--- src/rtl/axi_lite_regbank_if.sv ---
// axi_lite_regbank_if: AXI4-Lite bus bundle with master and slave views
interface axi_lite_regbank_if #(
    parameter int ADDR_WIDTH = 16,
    parameter int DATA_WIDTH = 64
);
    logic [ADDR_WIDTH-1:0]   awaddr;
    logic                    awvalid;
    logic                    awready;
    logic [DATA_WIDTH-1:0]   wdata;
    logic [DATA_WIDTH/8-1:0] wstrb;
    logic                    wvalid;
    logic                    wready;
    logic [1:0]              bresp;
    logic                    bvalid;
    logic                    bready;
    logic [ADDR_WIDTH-1:0]   araddr;
    logic                    arvalid;
    logic                    arready;
    logic [DATA_WIDTH-1:0]   rdata;
    logic [1:0]              rresp;
    logic                    rvalid;
    logic                    rready;

    modport master (
        output awaddr, awvalid, wdata, wstrb, wvalid, bready, araddr, arvalid, rready,
        input  awready, wready, bresp, bvalid, arready, rdata, rresp, rvalid
    );

    modport slave (
        input  awaddr, awvalid, wdata, wstrb, wvalid, bready, araddr, arvalid, rready,
        output awready, wready, bresp, bvalid, arready, rdata, rresp, rvalid
    );
endinterface

--- src/rtl/axi_lite_regbank.sv ---
// axi_lite_regbank: AXI4-Lite slave with read/write control regs and read-only status regs
module axi_lite_regbank #(
    parameter int ADDR_WIDTH = 16,
    parameter int DATA_WIDTH = 64,
    parameter int NUM_RW = 8,
    parameter int NUM_RO = 4,
    parameter logic [DATA_WIDTH-1:0] RST_VAL = '0
) (
    input  logic                         i_clk,
    input  logic                         i_rst,
    axi_lite_regbank_if.slave            s_axi,
    output logic [NUM_RW*DATA_WIDTH-1:0] o_ctrl,
    input  logic [NUM_RO*DATA_WIDTH-1:0] i_status,
    output logic [NUM_RW-1:0]            o_wr_pulse
);
    localparam int NB  = DATA_WIDTH / 8;
    localparam int OFF = $clog2(NB);

    typedef enum logic {R_IDLE, R_DATA} r_state_t;

    logic                  rdy_q;
    logic                  aw_held_q, aw_held_d;
    logic [ADDR_WIDTH-1:0] awaddr_q, awaddr_d;
    logic                  w_held_q, w_held_d;
    logic [DATA_WIDTH-1:0] wdata_q, wdata_d;
    logic [NB-1:0]         wstrb_q, wstrb_d;
    logic                  bvalid_q, bvalid_d;
    logic [1:0]            bresp_q, bresp_d;
    logic [NUM_RW-1:0]     pulse_pend_q, pulse_pend_d;
    logic [NUM_RW-1:0]     wr_pulse_q, wr_pulse_d;
    logic [DATA_WIDTH-1:0] ctrl_q [NUM_RW];
    logic [DATA_WIDTH-1:0] ctrl_d [NUM_RW];

    logic                  aw_hs, w_hs, commit, wr_err;
    logic [ADDR_WIDTH-1:0] wr_addr, wr_idx;
    logic [DATA_WIDTH-1:0] wr_data;
    logic [NB-1:0]         wr_strb;

    r_state_t              r_state_q;
    logic                  arready_q, rvalid_q;
    logic [DATA_WIDTH-1:0] rdata_q;
    logic [1:0]            rresp_q;
    logic [ADDR_WIDTH-1:0] rd_idx;
    logic [DATA_WIDTH-1:0] rd_val;
    logic                  rd_err;

    // rdy_q keeps AW/W ready low until the first edge after reset release
    assign s_axi.awready = rdy_q & ~aw_held_q & ~bvalid_q;
    assign s_axi.wready  = rdy_q & ~w_held_q & ~bvalid_q;
    assign s_axi.bvalid  = bvalid_q;
    assign s_axi.bresp   = bresp_q;
    assign s_axi.arready = arready_q;
    assign s_axi.rvalid  = rvalid_q;
    assign s_axi.rdata   = rdata_q;
    assign s_axi.rresp   = rresp_q;
    assign o_wr_pulse    = wr_pulse_q;

    assign aw_hs   = s_axi.awvalid & s_axi.awready;
    assign w_hs    = s_axi.wvalid & s_axi.wready;
    assign wr_addr = aw_held_q ? awaddr_q : s_axi.awaddr;
    assign wr_data = w_held_q ? wdata_q : s_axi.wdata;
    assign wr_strb = w_held_q ? wstrb_q : s_axi.wstrb;
    assign wr_idx  = wr_addr >> OFF;
    assign commit  = (aw_held_q | aw_hs) & (w_held_q | w_hs);
    assign wr_err  = wr_idx >= ADDR_WIDTH'(NUM_RW);

    // Flatten the control registers onto the output bus
    always_comb begin
        o_ctrl = '0;
        for (int i = 0; i < NUM_RW; i++) o_ctrl[i*DATA_WIDTH +: DATA_WIDTH] = ctrl_q[i];
    end

    // Capture AW and W independently, commit once both are present, hold B until accepted
    always_comb begin
        aw_held_d    = aw_held_q | aw_hs;
        awaddr_d     = aw_hs ? s_axi.awaddr : awaddr_q;
        w_held_d     = w_held_q | w_hs;
        wdata_d      = w_hs ? s_axi.wdata : wdata_q;
        wstrb_d      = w_hs ? s_axi.wstrb : wstrb_q;
        bvalid_d     = bvalid_q & ~s_axi.bready;
        bresp_d      = bresp_q;
        pulse_pend_d = '0;
        wr_pulse_d   = pulse_pend_q;
        ctrl_d       = ctrl_q;
        if (commit) begin
            aw_held_d = 1'b0;
            w_held_d  = 1'b0;
            bvalid_d  = 1'b1;
            bresp_d   = wr_err ? 2'b10 : 2'b00;
            for (int i = 0; i < NUM_RW; i++) begin
                if (!wr_err && wr_idx == ADDR_WIDTH'(i)) begin
                    pulse_pend_d[i] = 1'b1;
                    for (int j = 0; j < NB; j++)
                        if (wr_strb[j]) ctrl_d[i][j*8 +: 8] = wr_data[j*8 +: 8];
                end
            end
        end
    end

    // Write-path state; reset abandons any half-captured transaction
    always_ff @(posedge i_clk or posedge i_rst) begin
        if (i_rst) begin
            rdy_q        <= 1'b0;
            aw_held_q    <= 1'b0;
            awaddr_q     <= '0;
            w_held_q     <= 1'b0;
            wdata_q      <= '0;
            wstrb_q      <= '0;
            bvalid_q     <= 1'b0;
            bresp_q      <= 2'b00;
            pulse_pend_q <= '0;
            wr_pulse_q   <= '0;
            ctrl_q       <= '{default: RST_VAL};
        end else begin
            rdy_q        <= 1'b1;
            aw_held_q    <= aw_held_d;
            awaddr_q     <= awaddr_d;
            w_held_q     <= w_held_d;
            wdata_q      <= wdata_d;
            wstrb_q      <= wstrb_d;
            bvalid_q     <= bvalid_d;
            bresp_q      <= bresp_d;
            pulse_pend_q <= pulse_pend_d;
            wr_pulse_q   <= wr_pulse_d;
            ctrl_q       <= ctrl_d;
        end
    end

    // Decode the read address into register value and response
    always_comb begin
        rd_idx = s_axi.araddr >> OFF;
        rd_val = '0;
        rd_err = rd_idx >= ADDR_WIDTH'(NUM_RW + NUM_RO);
        for (int i = 0; i < NUM_RW; i++)
            if (rd_idx == ADDR_WIDTH'(i)) rd_val = ctrl_q[i];
        for (int i = 0; i < NUM_RO; i++)
            if (rd_idx == ADDR_WIDTH'(NUM_RW + i)) rd_val = i_status[i*DATA_WIDTH +: DATA_WIDTH];
    end

    // Read FSM: accept AR in R_IDLE, present data in R_DATA until taken
    always_ff @(posedge i_clk or posedge i_rst) begin
        if (i_rst) begin
            r_state_q <= R_IDLE;
            arready_q <= 1'b0;
            rvalid_q  <= 1'b0;
            rdata_q   <= '0;
            rresp_q   <= 2'b00;
        end else if (r_state_q == R_IDLE) begin
            if (arready_q && s_axi.arvalid) begin
                r_state_q <= R_DATA;
                arready_q <= 1'b0;
                rvalid_q  <= 1'b1;
                rdata_q   <= rd_val;
                rresp_q   <= rd_err ? 2'b10 : 2'b00;
            end else begin
                arready_q <= 1'b1;
            end
        end else if (s_axi.rready) begin
            r_state_q <= R_IDLE;
            arready_q <= 1'b1;
            rvalid_q  <= 1'b0;
        end
    end
endmodule
--- src/flat_wrapper.sv ---
// flat-port wrapper written by rule: the top's interface ports become plain ports
module axi_lite_regbank_flat 
#(
    parameter int ADDR_WIDTH = 16,
    parameter int DATA_WIDTH = 64,
    parameter int NUM_RW = 8,
    parameter int NUM_RO = 4,
    parameter logic [DATA_WIDTH-1:0] RST_VAL = '0
)
  (i_clk, i_rst, o_ctrl, i_status, o_wr_pulse, s_axi_awaddr, s_axi_awvalid, s_axi_wdata, s_axi_wstrb, s_axi_wvalid, s_axi_bready, s_axi_araddr, s_axi_arvalid, s_axi_rready, s_axi_awready, s_axi_wready, s_axi_bresp, s_axi_bvalid, s_axi_arready, s_axi_rdata, s_axi_rresp, s_axi_rvalid);
  axi_lite_regbank_if #(.ADDR_WIDTH(ADDR_WIDTH), .DATA_WIDTH(DATA_WIDTH)) s_axi_i ();
  input  logic i_clk;
  input  logic i_rst;
  output logic [NUM_RW*DATA_WIDTH-1:0] o_ctrl;
  input  logic [NUM_RO*DATA_WIDTH-1:0] i_status;
  output logic [NUM_RW-1:0] o_wr_pulse;
  input wire logic [$bits(s_axi_i.awaddr)-1:0] s_axi_awaddr;
  input wire logic [$bits(s_axi_i.awvalid)-1:0] s_axi_awvalid;
  input wire logic [$bits(s_axi_i.wdata)-1:0] s_axi_wdata;
  input wire logic [$bits(s_axi_i.wstrb)-1:0] s_axi_wstrb;
  input wire logic [$bits(s_axi_i.wvalid)-1:0] s_axi_wvalid;
  input wire logic [$bits(s_axi_i.bready)-1:0] s_axi_bready;
  input wire logic [$bits(s_axi_i.araddr)-1:0] s_axi_araddr;
  input wire logic [$bits(s_axi_i.arvalid)-1:0] s_axi_arvalid;
  input wire logic [$bits(s_axi_i.rready)-1:0] s_axi_rready;
  output wire logic [$bits(s_axi_i.awready)-1:0] s_axi_awready;
  output wire logic [$bits(s_axi_i.wready)-1:0] s_axi_wready;
  output wire logic [$bits(s_axi_i.bresp)-1:0] s_axi_bresp;
  output wire logic [$bits(s_axi_i.bvalid)-1:0] s_axi_bvalid;
  output wire logic [$bits(s_axi_i.arready)-1:0] s_axi_arready;
  output wire logic [$bits(s_axi_i.rdata)-1:0] s_axi_rdata;
  output wire logic [$bits(s_axi_i.rresp)-1:0] s_axi_rresp;
  output wire logic [$bits(s_axi_i.rvalid)-1:0] s_axi_rvalid;
  assign s_axi_i.awaddr = s_axi_awaddr;
  assign s_axi_i.awvalid = s_axi_awvalid;
  assign s_axi_i.wdata = s_axi_wdata;
  assign s_axi_i.wstrb = s_axi_wstrb;
  assign s_axi_i.wvalid = s_axi_wvalid;
  assign s_axi_i.bready = s_axi_bready;
  assign s_axi_i.araddr = s_axi_araddr;
  assign s_axi_i.arvalid = s_axi_arvalid;
  assign s_axi_i.rready = s_axi_rready;
  assign s_axi_awready = s_axi_i.awready;
  assign s_axi_wready = s_axi_i.wready;
  assign s_axi_bresp = s_axi_i.bresp;
  assign s_axi_bvalid = s_axi_i.bvalid;
  assign s_axi_arready = s_axi_i.arready;
  assign s_axi_rdata = s_axi_i.rdata;
  assign s_axi_rresp = s_axi_i.rresp;
  assign s_axi_rvalid = s_axi_i.rvalid;
  axi_lite_regbank #(.ADDR_WIDTH(ADDR_WIDTH), .DATA_WIDTH(DATA_WIDTH), .NUM_RW(NUM_RW), .NUM_RO(NUM_RO), .RST_VAL(RST_VAL)) u_core (.i_clk(i_clk), .i_rst(i_rst), .s_axi(s_axi_i), .o_ctrl(o_ctrl), .i_status(i_status), .o_wr_pulse(o_wr_pulse));
endmodule
--- config.mk ---
export PLATFORM = sky130hd
export DESIGN_NAME = axi_lite_regbank_flat
export DESIGN_NICKNAME = d
export VERILOG_FILES = /design/src/rtl/axi_lite_regbank_if.sv /design/src/rtl/axi_lite_regbank.sv /design/src/flat_wrapper.sv
export SDC_FILE = /design/constraint.sdc
export NUM_CORES = 2
export LEC_CHECK = 0
export CORE_AREA = 2 2 377 379
export CTS_CLUSTER_SIZE = 28
export DETAILED_ROUTE_END_ITERATION = 16
export DIE_AREA = 0 0 379 381
export PLACE_DENSITY = 0.49
export SLEW_MARGIN = 15
export SYNTH_ARGS = -nofsm -noshare
export SYNTH_HDL_FRONTEND = slang
export SYNTH_SLANG_ARGS = --single-unit
--- constraint.sdc ---
create_clock -name i_clk -period 40.9 [get_ports i_clk]
set_clock_uncertainty 0.2 [all_clocks]
set_input_delay 8.18 -clock i_clk [delete_from_list [all_inputs] [get_ports i_clk]]
set_output_delay 8.18 -clock i_clk [all_outputs]
set_load 0.01 [all_outputs]
==> metrics.cfg <==
[outcome]
status=completed

[clock_network]
cts.repair.resized=0
post_cts_buffers=0
cts.htree.levels=3
clock-sinks=686
cts_tree=done
hold_buffers=0
clockBufferDepth=3
clk_latency_ns=0.72
clkSlewWorstSetupHoldPaths_ns=0.06
cts_made_buffers=86
cts_root_buf=clkbuf_16

[setup_path]
cp_num_buf_inv=7
r2r_end=u_core.o_ctrl[122]$_DFFE_PP0P_
cp_max_fo=142
worstPathRequired_ns=41.45
critPathLaunchType=input pin
rrSetupSlack_ns=36.86
worstRegToRegCells=6
critPathArrivalTime_ns=13.10
endpoint_kind=async pin
crit_type=in2async
critPathSlowestCell=buf_4
cp-endpoint=u_core.o_ctrl[269]$_DFFE_PP0P_
cpMostUsedCell=buf_4
cpPeakStageDelay_ns=0.81
crit_cells=7
rr_startpoint=u_core.aw_held_q$_DFF_PP0_
crit_chain=clkdlybuf4s50_1, inv_8, buf_4, buf_12, buf_4, buf_4, buf_4
cp_top_family=buffers and inverters
crit_path_start=i_rst

[logic_synthesis]
yosysWarnings=0
avgSynthCellArea_um2=12.03
ys_types=85
synth_fa_ha_area_share_pct=0
muxShareOfSynthArea_pct=25.44
ys_ff_latch=686
synth_edf_count=0
yosys.area_share.simple_pct=8.550
synth_compound_area_share_pct=13.41
syn_area_mm2=0.03432
synth_top_family_by_area=multiplexers
synth_top_flop_cell=dfrtp_1
synth_cells=2853
synth_xor_area_share_pct=0
ys_async_sr_fraction_pct=100.0
seq_area_frac_synth_pct=50.02

[final_layout]
area_growth_pct=43.33
final_layout_size_suffix_gt1_share_pct=26.29
layout.cells.most_common_list=947 x clkdlybuf4s50_1, 685 x dfrtp_1, 521 x mux2_2, 222 x nand2_1, 206 x o21ai_0
final_common_cell=clkdlybuf4s50_1
nNetsFinal=4165

[global_routing]
first_global_vias=30480
grt.total_usage_pct=29.58
antenna_found_initial=31
grt_start_max_net_pins=143
grt_pass1_wl_um=287200
grt-ovfl-total=0

[drt]
drt_iter0_drc=2920
ant_nets=0
num_vias=30650
vias_per_cell=5.306
drc=0
wire_per_inst_um=38.01
routed_wl_um=219600
drt_pass1_iterations=6

[place]
port_buffers=951
hpwl_um=163400
gp_congestion=0.9043

[pwr]
leakage_uw=0.02090
ir_drop_uv=26.39
p_per_area_mw_per_mm2=43.13

[sta]
finalHoldViolCount=0
min_period_ns=12.55
fmax_mhz=79.69
whs_ns=0.1480
timing.slew.headroom_pct=16.50
setup_viol=0
finalCritPeriodShare_pct=30.68
rsz0062_at_grt=no
finalSetupTns_ns=0
timing_max_transition_violations_final=0
worstMarginPinSlew_ns=1.250

[floorplan]
die_h_um=381
top_level_ports=960
initial_core_util_pct=24.42
rows=138
fp.dieW_um=379
dieArea_mm2=0.1444
core_area_mm2=0.1406

[flow_run]
maxCapViolations=0

[worst_hold_path]
min-delay-path-class=reg2reg

[report_power, final]
group          internal, uW  switching (uW)  total, uW
registers               751            55.9        807
logic                   215             305        520
clock network           456             339        795
[sequential cells by signal, summed over array words and instances (netlist names)]
name	flops
u_core.aw_held_q	1
u_core.awaddr_q	13
u_core.o_ctrl	512
u_core.o_wr_pulse	8
u_core.pulse_pend_q	8
u_core.r_state_q	1
u_core.rdy_q	1
u_core.s_axi.arready	1
u_core.s_axi.bresp	1
u_core.s_axi.bvalid	1
u_core.s_axi.rdata	64
u_core.s_axi.rresp	1
u_core.s_axi.rvalid	1
u_core.w_held_q	1
u_core.wdata_q	64
u_core.wstrb_q	8
[layout make-up]
type                    instances  area (um2)
diodes                         17       42.54
clock buffers                 132        2618
clock inverters                27       276.5
fillers                     14180       91360
inverters                      16       67.56
multi-input cells            1972       16470
flip-flops and latches        686       17170
well taps                    1890        2365
repair buffers               1036       10180
[worst reg2reg max path, stage by stage, from the launching register on]
cell     delay (ns)
dfrtp_1        0.64
nor4b_2        0.32
a22oi_2        0.14
or4b_1         0.71
nor2_4         0.63
nand3_2        0.75
mux2_2         0.55
[cells by family (layout without fill, tap and decap cells)]
family,after synthesis,after routing
flip-flops,686,686
AO/OA/AOI/OAI,708,708
other,2,20
AND/OR/NAND/NOR,530,530
multiplexers,731,731
buffers and inverters,196,1211
[cell usage after synthesis (21+ instances only)]
| master | count | area share [%] |
|---|---|---|
| mux2_1 | 37 | 1.2 |
| o22ai_1 | 68 | 1.2 |
| nand3_2 | 30 | 0.88 |
| mux2_4 | 128 | 5.6 |
| a21oi_1 | 131 | 1.9 |
| clkbuf_1 | 117 | 1.3 |
| mux2_2 | 521 | 17 |
| a31oi_1 | 29 | 0.53 |
| a221oi_1 | 26 | 0.66 |
| nor3_1 | 22 | 0.32 |
| mux2i_1 | 39 | 1.1 |
| buf_2 | 31 | 0.45 |
| o221ai_1 | 21 | 0.54 |
| nand2_1 | 224 | 2.5 |
| dfrtp_1 | 686 | 50 |
| nor2_1 | 117 | 1.3 |
| o21ai_0 | 206 | 3.0 |
| a22oi_1 | 35 | 0.77 |
[routing by layer]
| metal | track usage (%) | vias to the layer above | share of wire (%) |
|---|---|---|---|
| li1 | - | 12620 | - |
| met1 | 36.58 | 16070 | 40 |
| met2 | 47.62 | 1623 | 47 |
| met3 | 9.029 | 331 | 9.5 |
| met4 | 12.04 | 6 | 3.9 |
| met5 | 0.6402 | - | 0.068 |
[worst min path at each step]
stage | to | startpoint | cells past startpoint
global placement | u_core.o_wr_pulse[6]$_DFF_PP0_ | u_core.pulse_pend_q[6]$_DFF_PP0_ | 0
CTS | u_core.o_wr_pulse[6]$_DFF_PP0_ | u_core.pulse_pend_q[6]$_DFF_PP0_ | 0
finish | u_core.o_wr_pulse[4]$_DFF_PP0_ | u_core.pulse_pend_q[4]$_DFF_PP0_ | 0
floorplan | u_core.o_wr_pulse[0]$_DFF_PP0_ | u_core.pulse_pend_q[0]$_DFF_PP0_ | 0
detailed placement | u_core.o_wr_pulse[6]$_DFF_PP0_ | u_core.pulse_pend_q[6]$_DFF_PP0_ | 0
global route | u_core.o_wr_pulse[6]$_DFF_PP0_ | u_core.pulse_pend_q[6]$_DFF_PP0_ | 0
[metrics by stage]
stage               power, uW  utilization, %  setup slack [ns]  cell area (um2)  instances
global placement         1332           32.91             27.41            46250       5600
finish                   2122           35.00             28.35            49190       5776
CTS                      2136           34.97             28.19            49140       5759
global route             2195           34.98             27.72            49160       5765
floorplan                1076               -             13.29            34320       2854
detailed placement       1338           32.91             27.40            46250       5600
Power figures use the tool's default switching activity.
